### src/rtl/defuzzy_scheduler_pkg.sv
// Shared definitions for the defuzzification scheduler: widths, job size and FSM encoding.
package defuzzy_scheduler_pkg;

    localparam int CFNP_DW       = 16;
    localparam int DF_INPUT_SIZE = 5;
    localparam int NUM_REQ       = 2;
    localparam int ADDR_W        = $clog2(DF_INPUT_SIZE);

    typedef enum logic [1:0] {
        DS_IDLE   = 2'd0,
        DS_CLEAR  = 2'd1,
        DS_RUN    = 2'd2,
        DS_RESULT = 2'd3
    } ds_state_t;

    // With two requesters the next round-robin pointer is simply the other ID.
    function automatic logic next_ptr(input logic id);
        return ~id;
    endfunction

endpackage

### src/rtl/defuzzy_scheduler_if.sv
// Requester-side bus of the scheduler: request/grant, buffer read steering and tagged result port.
interface defuzzy_scheduler_if;
    import defuzzy_scheduler_pkg::*;

    logic [NUM_REQ-1:0]        req;
    logic [NUM_REQ-1:0]        gnt;
    logic                      src_sel;
    logic [ADDR_W-1:0]         src_addra;
    logic signed [CFNP_DW-1:0] src0_idata;
    logic signed [CFNP_DW-1:0] src1_idata;
    logic                      res_valid;
    logic                      res_id;
    logic signed [CFNP_DW-1:0] res_data;
    logic                      res_err;
    logic                      res_ready;

    modport master (
        output req, src0_idata, src1_idata, res_ready,
        input  gnt, src_sel, src_addra, res_valid, res_id, res_data, res_err
    );

    modport slave (
        input  req, src0_idata, src1_idata, res_ready,
        output gnt, src_sel, src_addra, res_valid, res_id, res_data, res_err
    );

endinterface

### src/rtl/defuzzy_scheduler_rr_arbiter2.sv
// Combinational two-way round-robin arbiter; the pointer register is owned by the caller.
module rr_arbiter2
    import defuzzy_scheduler_pkg::*;
(
    input  logic [NUM_REQ-1:0] req,
    input  logic               ptr,
    input  logic               en,
    output logic [NUM_REQ-1:0] grant,
    output logic               grant_id
);

    // Pointer holder wins; otherwise the other requester, if it is asking.
    always_comb begin
        grant    = '0;
        grant_id = 1'b0;
        if (en) begin
            if (req[ptr]) begin
                grant_id = ptr;
                grant    = NUM_REQ'(1) << ptr;
            end else if (req[~ptr]) begin
                grant_id = ~ptr;
                grant    = NUM_REQ'(1) << (~ptr);
            end
        end
    end

endmodule

### src/rtl/defuzzy_scheduler.sv
// Time-shares one defuzzification engine between two requesters and returns ID-tagged results.
module defuzzy_scheduler
    import defuzzy_scheduler_pkg::*;
#(
    parameter int TIMEOUT_CYC = 64
) (
    input  logic                      clk,
    input  logic                      rst,
    defuzzy_scheduler_if.slave        bus,
    output logic                      eng_rst,
    output logic                      eng_start,
    input  logic [ADDR_W-1:0]         eng_addra,
    output logic signed [CFNP_DW-1:0] eng_idata,
    input  logic signed [CFNP_DW-1:0] eng_odata,
    input  logic                      eng_done,
    output logic                      busy
);

    localparam int               TMO_W    = (TIMEOUT_CYC > 1) ? $clog2(TIMEOUT_CYC) : 1;
    localparam logic [TMO_W-1:0] TMO_LAST = TMO_W'(TIMEOUT_CYC - 1);

    ds_state_t                 state;
    ds_state_t                 state_nxt;
    logic                      rr_ptr;
    logic                      src_sel_q;
    logic [TMO_W-1:0]          tmo_cnt;
    logic signed [CFNP_DW-1:0] res_data_q;
    logic                      res_err_q;
    logic                      arb_en;
    logic [NUM_REQ-1:0]        arb_grant;
    logic                      arb_id;
    logic                      tmo_hit;

    assign tmo_hit = (tmo_cnt == TMO_LAST);

    rr_arbiter2 u_arb (
        .req      (bus.req),
        .ptr      (rr_ptr),
        .en       (arb_en),
        .grant    (arb_grant),
        .grant_id (arb_id)
    );

    // State register; reset abandons any job in flight.
    always_ff @(posedge clk) begin
        if (rst) begin
            state <= DS_IDLE;
        end else begin
            state <= state_nxt;
        end
    end

    // Next-state logic; RESULT leaves only after the consumer takes the result.
    always_comb begin
        state_nxt = state;
        case (state)
            DS_IDLE:   if (arb_grant != '0)       state_nxt = DS_CLEAR;
            DS_CLEAR:                             state_nxt = DS_RUN;
            DS_RUN:    if (eng_done || tmo_hit)   state_nxt = DS_RESULT;
            DS_RESULT: if (bus.res_ready)         state_nxt = DS_IDLE;
            default:                              state_nxt = DS_IDLE;
        endcase
    end

    // State-decoded outputs; the engine is held in reset outside RUN except while idle.
    always_comb begin
        eng_rst       = rst;
        eng_start     = 1'b0;
        bus.res_valid = 1'b0;
        arb_en        = 1'b0;
        case (state)
            DS_IDLE:   arb_en = ~rst;
            DS_CLEAR:  eng_rst = 1'b1;
            DS_RUN:    eng_start = 1'b1;
            DS_RESULT: begin
                eng_rst       = 1'b1;
                bus.res_valid = 1'b1;
            end
            default:   eng_rst = 1'b1;
        endcase
        busy = (state != DS_IDLE);
    end

    // Job bookkeeping: pointer and source latch on grant, timeout count, result capture.
    always_ff @(posedge clk) begin
        if (rst) begin
            rr_ptr     <= 1'b0;
            src_sel_q  <= 1'b0;
            tmo_cnt    <= '0;
            res_data_q <= '0;
            res_err_q  <= 1'b0;
        end else begin
            case (state)
                DS_IDLE: begin
                    if (arb_grant != '0) begin
                        src_sel_q <= arb_id;
                        rr_ptr    <= next_ptr(arb_id);
                    end
                end
                DS_CLEAR: tmo_cnt <= '0;
                DS_RUN: begin
                    tmo_cnt <= tmo_cnt + 1'b1;
                    if (eng_done) begin
                        res_data_q <= eng_odata;
                        res_err_q  <= 1'b0;
                    end else if (tmo_hit) begin
                        res_data_q <= '0;
                        res_err_q  <= 1'b1;
                    end
                end
                default: ;
            endcase
        end
    end

    assign bus.gnt       = arb_grant;
    assign bus.src_sel   = src_sel_q;
    assign bus.src_addra = eng_addra;
    assign bus.res_id    = src_sel_q;
    assign bus.res_data  = res_data_q;
    assign bus.res_err   = res_err_q;
    assign eng_idata     = src_sel_q ? bus.src1_idata : bus.src0_idata;

endmodule
### src/flat_wrapper.sv
// flat-port wrapper written by rule: the top's interface ports become plain ports
module defuzzy_scheduler_flat import defuzzy_scheduler_pkg::*;
#(
    parameter int TIMEOUT_CYC = 64
)
  (clk, rst, eng_rst, eng_start, eng_addra, eng_idata, eng_odata, eng_done, busy, bus_req, bus_src0_idata, bus_src1_idata, bus_res_ready, bus_gnt, bus_src_sel, bus_src_addra, bus_res_valid, bus_res_id, bus_res_data, bus_res_err);
  defuzzy_scheduler_if bus_i ();
  input  logic clk;
  input  logic rst;
  output logic eng_rst;
  output logic eng_start;
  input  logic [ADDR_W-1:0] eng_addra;
  output logic signed [CFNP_DW-1:0] eng_idata;
  input  logic signed [CFNP_DW-1:0] eng_odata;
  input  logic eng_done;
  output logic busy;
  input wire logic [$bits(bus_i.req)-1:0] bus_req;
  input wire logic [$bits(bus_i.src0_idata)-1:0] bus_src0_idata;
  input wire logic [$bits(bus_i.src1_idata)-1:0] bus_src1_idata;
  input wire logic [$bits(bus_i.res_ready)-1:0] bus_res_ready;
  output wire logic [$bits(bus_i.gnt)-1:0] bus_gnt;
  output wire logic [$bits(bus_i.src_sel)-1:0] bus_src_sel;
  output wire logic [$bits(bus_i.src_addra)-1:0] bus_src_addra;
  output wire logic [$bits(bus_i.res_valid)-1:0] bus_res_valid;
  output wire logic [$bits(bus_i.res_id)-1:0] bus_res_id;
  output wire logic [$bits(bus_i.res_data)-1:0] bus_res_data;
  output wire logic [$bits(bus_i.res_err)-1:0] bus_res_err;
  assign bus_i.req = bus_req;
  assign bus_i.src0_idata = bus_src0_idata;
  assign bus_i.src1_idata = bus_src1_idata;
  assign bus_i.res_ready = bus_res_ready;
  assign bus_gnt = bus_i.gnt;
  assign bus_src_sel = bus_i.src_sel;
  assign bus_src_addra = bus_i.src_addra;
  assign bus_res_valid = bus_i.res_valid;
  assign bus_res_id = bus_i.res_id;
  assign bus_res_data = bus_i.res_data;
  assign bus_res_err = bus_i.res_err;
  defuzzy_scheduler #(.TIMEOUT_CYC(TIMEOUT_CYC)) u_core (.clk(clk), .rst(rst), .bus(bus_i), .eng_rst(eng_rst), .eng_start(eng_start), .eng_addra(eng_addra), .eng_idata(eng_idata), .eng_odata(eng_odata), .eng_done(eng_done), .busy(busy));
endmodule
### config.mk
export PLATFORM = sky130hd
export DESIGN_NAME = defuzzy_scheduler_flat
export DESIGN_NICKNAME = d
export VERILOG_FILES = /design/src/rtl/defuzzy_scheduler_pkg.sv /design/src/rtl/defuzzy_scheduler_if.sv /design/src/rtl/defuzzy_scheduler_rr_arbiter2.sv /design/src/rtl/defuzzy_scheduler.sv /design/src/flat_wrapper.sv
export SDC_FILE = /design/constraint.sdc
export NUM_CORES = 1
export LEC_CHECK = 0
export CAP_MARGIN = 20
export CORE_UTILIZATION = 36
export CTS_CLUSTER_SIZE = 12
export DETAILED_ROUTE_END_ITERATION = 10
export MAX_ROUTING_LAYER = met4
export PLACE_DENSITY_LB_ADDON = 0.05
export RECOVER_POWER = 50
export SLEW_MARGIN = 30
export SYNTH_ARGS = -nofsm -noshare
export SYNTH_HDL_FRONTEND = slang
export SYNTH_SLANG_ARGS = --single-unit
export TNS_END_PERCENT = 1
### constraint.sdc
create_clock -name clk -period 2.1 [get_ports clk]
set_clock_uncertainty 0.1 [all_clocks]
set_input_delay 0.21 -clock clk [delete_from_list [all_inputs] [get_ports clk]]
set_output_delay 0.21 -clock clk [all_outputs]
set_load 0.005 [all_outputs]
* After elaboration in Yosys (flattened, before gate mapping)
Cells that the tools add are included.
** Word-level totals
- ROM bits :: 0
- Bits of input ports :: 57
- Memories kept :: 0
- Bits in registers :: 27
- Word-level logic and storage cells :: 55
- Latch bits :: 0
- Bits in writable memories :: 0
- Output and inout port bits :: 44
** Cells by class
- Magnitude comparators :: 2
- Divide/modulo/power cells :: 0
- Multipliers :: 0
- Equal/unequal tests :: 7
- Reductions and logical operators :: 10
- Bitwise operators :: 3
- Add/subtract/negate cells :: 1
- Shifts and indexed selects :: 2
- Muxes and demuxes :: 24
** Operators by type and width (number)
- $mux 16 :: 3
- $mux 1 :: 13
- $mux 2 :: 6
- $pmux 6 s2 :: 1
- $pmux 2 s4 :: 1
- $reduce_bool 2->1 :: 4
- $add 6x1->6 const B :: 1
- $eq 6x6->1 const B :: 1
- $eq 2x2->1 const B :: 2
- $lt 1x2->1 const B :: 2
- $ne 2x1->1 const B :: 2
- $reduce_and 2->1 :: 2
- $shl 1x1->2 const A :: 2
- $not 1->1 :: 3
- $reduce_and 3->1 :: 1
- $eq 2x1->1 const B :: 1
- $logic_not 2->1 :: 1
- $ne 2x2->1 const B :: 1
- $reduce_or 2->1 :: 1
- $logic_or 1x1->1 :: 1

* Logic depth before layout (Yosys ltp)
Gate-level depths: netlist (run 1).
- Word-level depth :: 9
- Depth in mapped cells :: 7
- Depth with buffers taken out :: 6

* Cells and area by module
From an unflattened synthesis (run 1), not the netlist that was laid out.
** Unflattened totals
- Cell total of the unflattened synthesis :: 161
- Area total of the unflattened synthesis :: 1478.9 sq um
** Modules (own cells, without submodules)
- defuzzy_scheduler :: instances 1, seq. area each 540.5 sq um, area an instance 1450.1 sq um, cells an instance 155
- rr_arbiter2 :: instances 1, seq. area each 0.0 sq um, area an instance 28.8 sq um, cells an instance 6

* Worst setup path after synthesis (run 1)
No wires, ideal clock.
- Path type :: flip-flop to flip-flop
- Start :: register u_core.state[0]
- End :: register u_core.tmo_cnt[5]
- Path slack :: 500 ps
- Buffers on the path :: 1
- Clock period less this slack :: 1600 ps
- Data required time :: 1930 ps
- Stages on the path, launching flop included :: 7
- Library setup time :: 70 ps
- Data arrival time :: 1430 ps
- Path through :: dfxtp_1 inv_1 ha_1 buf_4 nand4_1 or3_1 a21oi_1
** On the way
- Cells in the longest elaborated chain, start to end :: 2
- Elaborated cells between the ends (all ways) :: 4
- Classes of those cells :: eq/ne: 2; mux: 1; reduce/logical: 1
** RTL lines
- start: declaration :: RTL line defuzzy_scheduler.sv:22 : ds_state_t state;
- start signal: assignment :: RTL line defuzzy_scheduler.sv:49 : state <= state_nxt;
- $eq 2x2->1 / $eq 2x1->1 (equally long branches) :: RTL line defuzzy_scheduler.sv:93 : case (state)
- $pmux 6 s2 / $reduce_bool 2->1 (equally long branches)
- end signal: assignment :: RTL line defuzzy_scheduler.sv:102 : tmo_cnt <= tmo_cnt + 1'b1;
- end: declaration :: RTL line defuzzy_scheduler.sv:26 : logic [TMO_W-1:0] tmo_cnt;
Several ways; a longest one is shown, not always the timed one.
A chain may end at the register's enable or synchronous reset.

* Worst setup path in the final report (run 1)
- Start :: register u_core.state[0]
- End :: output port bus_gnt[1]
** On the way
- Cells in the longest elaborated chain, start to end :: 3
** RTL lines
- $logic_not 2->1 :: RTL line defuzzy_scheduler.sv:71 : case (state)
- $mux 1 :: RTL line defuzzy_scheduler.sv:71
- $mux 2 :: RTL line defuzzy_scheduler_rr_arbiter2.sv:16 : if (en) begin
- end: declaration :: RTL line flat_wrapper.sv:21 : output wire logic [$bits(bus_i.gnt)-1:0] bus_gnt;
No other way between the ends.

==> run metrics, run 1 <==
outcome=finished, final reports clean; via/cell ratio=4.92; # setup viols final=0; setup slack after layout=~0.063 ns; drt pass-1 iters=4; GP Congestion=0.727; clock transition at the registers of the reported paths=0.10 ns; worst hold margin=0.320 ns; Worst-Skew Late Latency=0.27 ns; mux cell area share after synthesis=13.3%; Num CTS Buffers=3; initial DRC count=39; Post-synth ARST share=0%; share of cells above drive strength 1=21.5%; GRT Util Overall=19.4%; Hold Fails Final Rpt=0; kind of critical path=register to output port; Worst Tran Pin Value=roughly 0.50 ns; Post-Syn Instances=160; Post-route DRC=0; complex-gate fraction of the synthesized area=22.3%; initial antenna violation count=0; sequential share of the synthesized area=35.8%; vias in the first global route=1349; top post-synthesis cells by area=dfxtp_1, mux2_2, a21oi_2; Core ar.=4000 um^2; Die H=66.7 um; Routed Antenna Nets=0; die width=66.7 um; largest net degree at the start of global routing=22; crit end category=output port; largest family of logic cells by synthesized area=compound AO/OA/AOI/OAI gates; CP startpoint=u_core.state[0]; DR vias=1480; #FFs+latches synth=27; CP max FO=5; NumNets Final=315; Final period util=97.0%; Max Clk Rate=0.491 GHz; CP arrival=approximately 1.7 ns; Crit path largest cell delay=0.49 ns; WL final=around 4500 um; highest-delay cell along the critical path=clkdlybuf4s50_1; area share of the leading cell type in the synthesized netlist=35.8%; clock tree buffer depth=2; Sw Share=31.8%; Flop pwr share=35.9%; Synth Cell Area=around 1500 um^2; Switching Power=0.558 mW; post-place setup slack=0.191 ns; CP Launch Type=register; Comb pwr share=47.0%; clock sink total=27; PD cells=698 nW/um^2; Post-DP HPWL=3510 um; Post-Synth Simple-Gate Area=12.6%; grt total ovfl=0; Syn Area/Cell=9.43 um^2; worst min path class=primary input to output port; area growth from synthesis to layout=66.4%; total power=1.75 mW; Primary FF master, synth=dfxtp_1; HP Start=eng_addra[1]; Synth area leader=dfxtp_1; Max-Slew Margin vs Limit=between 60% and 70%; crit path cell chain=inv_2 > ha_4 > nor2b_4 > and3_4 > clkdlybuf4s50_1; Yosys cell types=33; std cell rows=23; R2R setup slack=0.23 ns; post-synthesis adder-cell area fraction=4.98%; first-pass GRT wire length=6340 um; CP required=about 1.8 ns; Mapped Nets=223; wire length per cell=14.9 um; max_cap viols=0; num ports=101; Initial Util=37.7%; crit path time final=2.04 ns; P_leak=0.965 nW; YS warnings=0; post-synthesis xor/xnor area fraction=roughly 2.3%; worst r2r src=u_core.tmo_cnt[0]; Port Buffers=94; internal power=roughly 1.2 mW; Root Buffer=clkbuf_8; maximum vdd drop=around 420 uV; CTS tree=done; number of flops mapped to enable cells by yosys=0; H-tree depth=1; max-slew violations=0; # diodes=0; share of total power in the clock network=17.1%; die footprint=4450 um^2
cells in the mapped netlist, types with 3 or more instances:
| master | n |
|---|---|
| dfxtp_1 | 27 |
| nand2_1 | 19 |
| mux2_2 | 16 |
| a21oi_1 | 11 |
| a21oi_2 | 10 |
| o21ai_2 | 10 |
| nor2_1 | 7 |
| o21ai_0 | 7 |
| buf_4 | 6 |
| ha_1 | 6 |
| buf_2 | 5 |
| inv_1 | 5 |
| nand2b_1 | 3 |
| xor2_1 | 3 |
through the flow:
| stage | area [um^2] | TNS (ns) | instances | utilization, % |
|---|---|---|---|---|
| 6_report | 2510 | 0 | 301 | 62.8 |
| 5_1_grt | 2510 | -0.00888 | 301 | 62.8 |
| 4_1_cts | 2510 | 0 | 300 | 62.8 |
| 3_5_place_dp | 2450 | 0 | 296 | 61.3 |
| 3_3_place_gp | 2450 | 0 | 296 | 61.3 |
| 2_1_floorplan | 1510 | 0 | 160 | - |
repair_timing:
action	CTS	global route
buffers inserted	0	1
gates resized for setup	4	6
cloned	0	0
hold buffers	0	0
pin swaps	0	1
endpoints found under the setup margin	2	2
layer usage:
| metal | wire length [um] | up-vias | global-route usage [%] |
|---|---|---|---|
| met4 | 19 | 0 | 5.05 |
| met1 | 1660 | 686 | 21.0 |
| met2 | 2360 | 66 | 35.5 |
| met3 | 432 | 4 | 4.45 |
| met5 | 0 | - | - |
| li1 | - | 724 | - |
power by group through the flow:
stage               logic [mW]  clock network (mW)  registers [mW]
detailed placement       0.808                   0           0.638
global placement         0.789                   0           0.631
floorplan                0.443                   0           0.631
finish                   0.825               0.300           0.629
CTS                      0.839               0.314           0.629
global route             0.900               0.332           0.637
cells in the final DEF (no fill, tap or decap):
master and n:
clkinvlp_4 1, o21ai_0 10, mux2i_1 2, and2_1 1
nand3_2 1, buf_4 7, a21boi_0 1, a21oi_1 12
dfxtp_1 25, inv_2 2, nand4_1 2, or3_1 2
clkbuf_8 3, nand2b_1 3, ha_4 1, a31oi_2 1
inv_1 3, nand2_1 19, o21a_1 1, and3_4 2
mux2_2 16, nor3b_1 1, dfxtp_2 2, a21o_1 1
o21bai_1 2, o21ai_2 7, nor2b_1 1, nor2_1 7
dlygate4sd3_1 19, xor2_1 3, a21oi_2 9, a311oi_1 1
clkdlybuf4s50_1 75, clkbuf_2 1, nor2b_4 1, ha_1 5
xnor2_1 1
cell families (layout without fill, tap and decap cells):
kind of cell | Yosys count | in the layout
compound gates | 45 | 45
mux | 18 | 18
buf+inv | 20 | 111
xor+xnor | 4 | 4
flops | 27 | 27
simple gates | 40 | 40
fa+ha+maj | 6 | 6
final timing paths:
path | endpoint | cells after the start
max | bus_gnt[1] | 5
min | bus_src_addra[1] | 0
max reg2reg | u_core.bus.res_data[14] | 5
min reg2reg | u_core.bus.res_data[8] | 2
worst max-delay path: cells and delay by family (launching register included):
kind                       cells  cell delay (ns)
adders and majority gates      1             0.16
buffers and inverters          2             0.58
and+or+nand+nor                2             0.36
DFF                            1             0.36
sequential cells by signal, indices dropped and copies added (netlist names):
register and cells:
u_core.bus.res_err 1, u_core.rr_ptr 1, u_core.bus.res_data 16, u_core.tmo_cnt 6, u_core.bus.res_id 1, u_core.state 2
area by class of cell:
cell class	instances	area, um^2
Sequential cell	27	543
Timing Repair Buffer	102	998
Multi-Input combinational cell	113	840
Clock inverter	1	7.51
Fill cell	348	1490
Inverter	5	18.8
Tap cell	50	62.6
Clock buffer	3	41.3
Note: power is estimated with default switching activity, not from simulation.
==> inputs of run 2 (changes only) <==
- GPL_TIMING_DRIVEN: not set -> 0
==> run 2 against run 1 <==
  * Core utilization grew 3.6 points
  * Combinational power grew 7.0%
  * Sequential cell count is the same
  * Register-to-register slack gained 0.08 ns
  * Count of clock-buffer cells in the layout is the same
  * Largest power group unchanged
  * Routed wire length grew 0.98%
  * Sequential power grew 1%
  * Global-route usage grew 0.62 points
  * Worst setup slack lost 0.027 ns
  * Via count grew 2.3%
  * Sequential share of layout area shrank 0.98 points
  * Non-clock buffer count grew 11
==> run metrics, run 2 (synthesized netlist as in run 1, its figures left out) <==
Max Clk Rate=0.485 GHz; GRT Util Overall=20.1%; clock sink total=27; share of cells above drive strength 1=24.4%; CP required=1.79 ns; vias in the first global route=1327; Initial Util=37.7%; largest net degree at the start of global routing=16; post-place setup slack=0.0576 ns; H-tree depth=1; area growth from synthesis to layout=76.0%; clock transition at the registers of the reported paths=0.10 ns; CP max FO=10; CP Launch Type=register; NumNets Final=326; initial antenna violation count=0; max_cap viols=0; CTS tree=done; std cell rows=23; Port Buffers=96; RSZ-0062 raised after global routing=false; WL final=approximately 4500 um; num ports=101; Num CTS Buffers=3; initial DRC count=24; maximum vdd drop=540 uV; total power=1.82 mW; commonest non-fill, non-tap cell in the layout=clkdlybuf4s50_1; max FFs per register=16; crit end category=output port; Hold Fails Final Rpt=0; kind of critical path=register to output port; CTS Hold Bufs=0; max-slew violations=0; Post-route DRC=0; # diodes=0; Core ar.=4000 um^2; P_leak=1.08 nW; Worst Tran Pin Value=0.730 ns; Max-Slew Margin vs Limit=about half; Routed Antenna Nets=0; PD cells=just under 700 nW/um^2; Worst-Skew Late Latency=0.28 ns; Post-DP HPWL=3510 um; DR vias=1514; die width=66.7 um; crit path time final=2.06 ns; GP Congestion=~0.8; worst min path class=primary input to register; die footprint=4450 um^2; most frequent cells in the layout=clkdlybuf4s50_1, dfxtp_1, dlygate4sd3_1; Die H=66.7 um; CP arrival=1.75 ns; drt pass-1 iters=4; Setup TNS=0 ns; # setup viols final=0; via/cell ratio=4.85; Final period util=a little over nine tenths; wire length per cell=14.5 um; outcome=finished, final reports clean; grt total ovfl=0; setup slack after layout=roughly 0.037 ns; clock tree buffer depth=2; first-pass GRT wire length=6520 um; Root Buffer=clkbuf_8
[run 2: final timing paths]
| path | startpoint | endpoint | slack [ns] | cells after the start |
|---|---|---|---|---|
| setup / recovery | u_core.bus.res_id | eng_idata[2] | 0.04 | 4 |
| hold / removal | rst | u_core.state[1] | 0.25 | 3 |
| setup reg to reg | u_core.state[0] | u_core.state[1] | 0.31 | 6 |
| hold reg to reg | u_core.bus.res_data[12] | u_core.bus.res_data[12] | 0.36 | 2 |
[run 2: repair_timing]
action                                 CTS  global route
setup endpoints to repair               11             9
resized for setup                       15            11
buffers inserted                         0             2
gates cloned                             0             0
pin swaps                                1             1
endpoints found under the hold margin    0             0
[run 2: power breakdown]
group,switching (mW),internal [mW]
combinational,0.359,0.525
sequential,0.0570,0.580
clock,0.170,0.133
total,0.586,1.24
[run 2: layer usage]
layer  part of all wire (%)  up-vias  track usage (%)
li1                       -      749                -
met1                     40      694             22.5
met2                     48       66             34.2
met3                     11        5             5.65
met4                    1.3        0             6.38
met5                      0        -                -
[run 2: layout make-up]
cell class                      count  area, um^2
Tap cell                           50        62.6
Buffer                             15         129
Clock inverter                      1        5.00
Multi-Input combinational cell    113         858
Sequential cell                    27         548
Timing Repair Buffer               98         987
Fill cell                         350        1350
Inverter                            5        23.8
Clock buffer                        3        41.3
[run 2: worst max-delay path: stages (launching register included)]
cell and delay (ns):
dfxtp_4 0.38, buf_6 0.14, buf_8 0.14, mux2_2 0.33, clkdlybuf4s50_1 0.48
[run 2: per-stage QoR]
step                cell area [um^2]  cells  utilization [%]  hold slack (ns)
floorplan                       1510    160                -            0.229
CTS                             2620    310             65.5            0.238
detailed placement              2530    306             63.3            0.352
global placement                2530    306             63.3            0.347
finish                          2660    312             66.4            0.247
global route                    2660    312             66.4            0.290
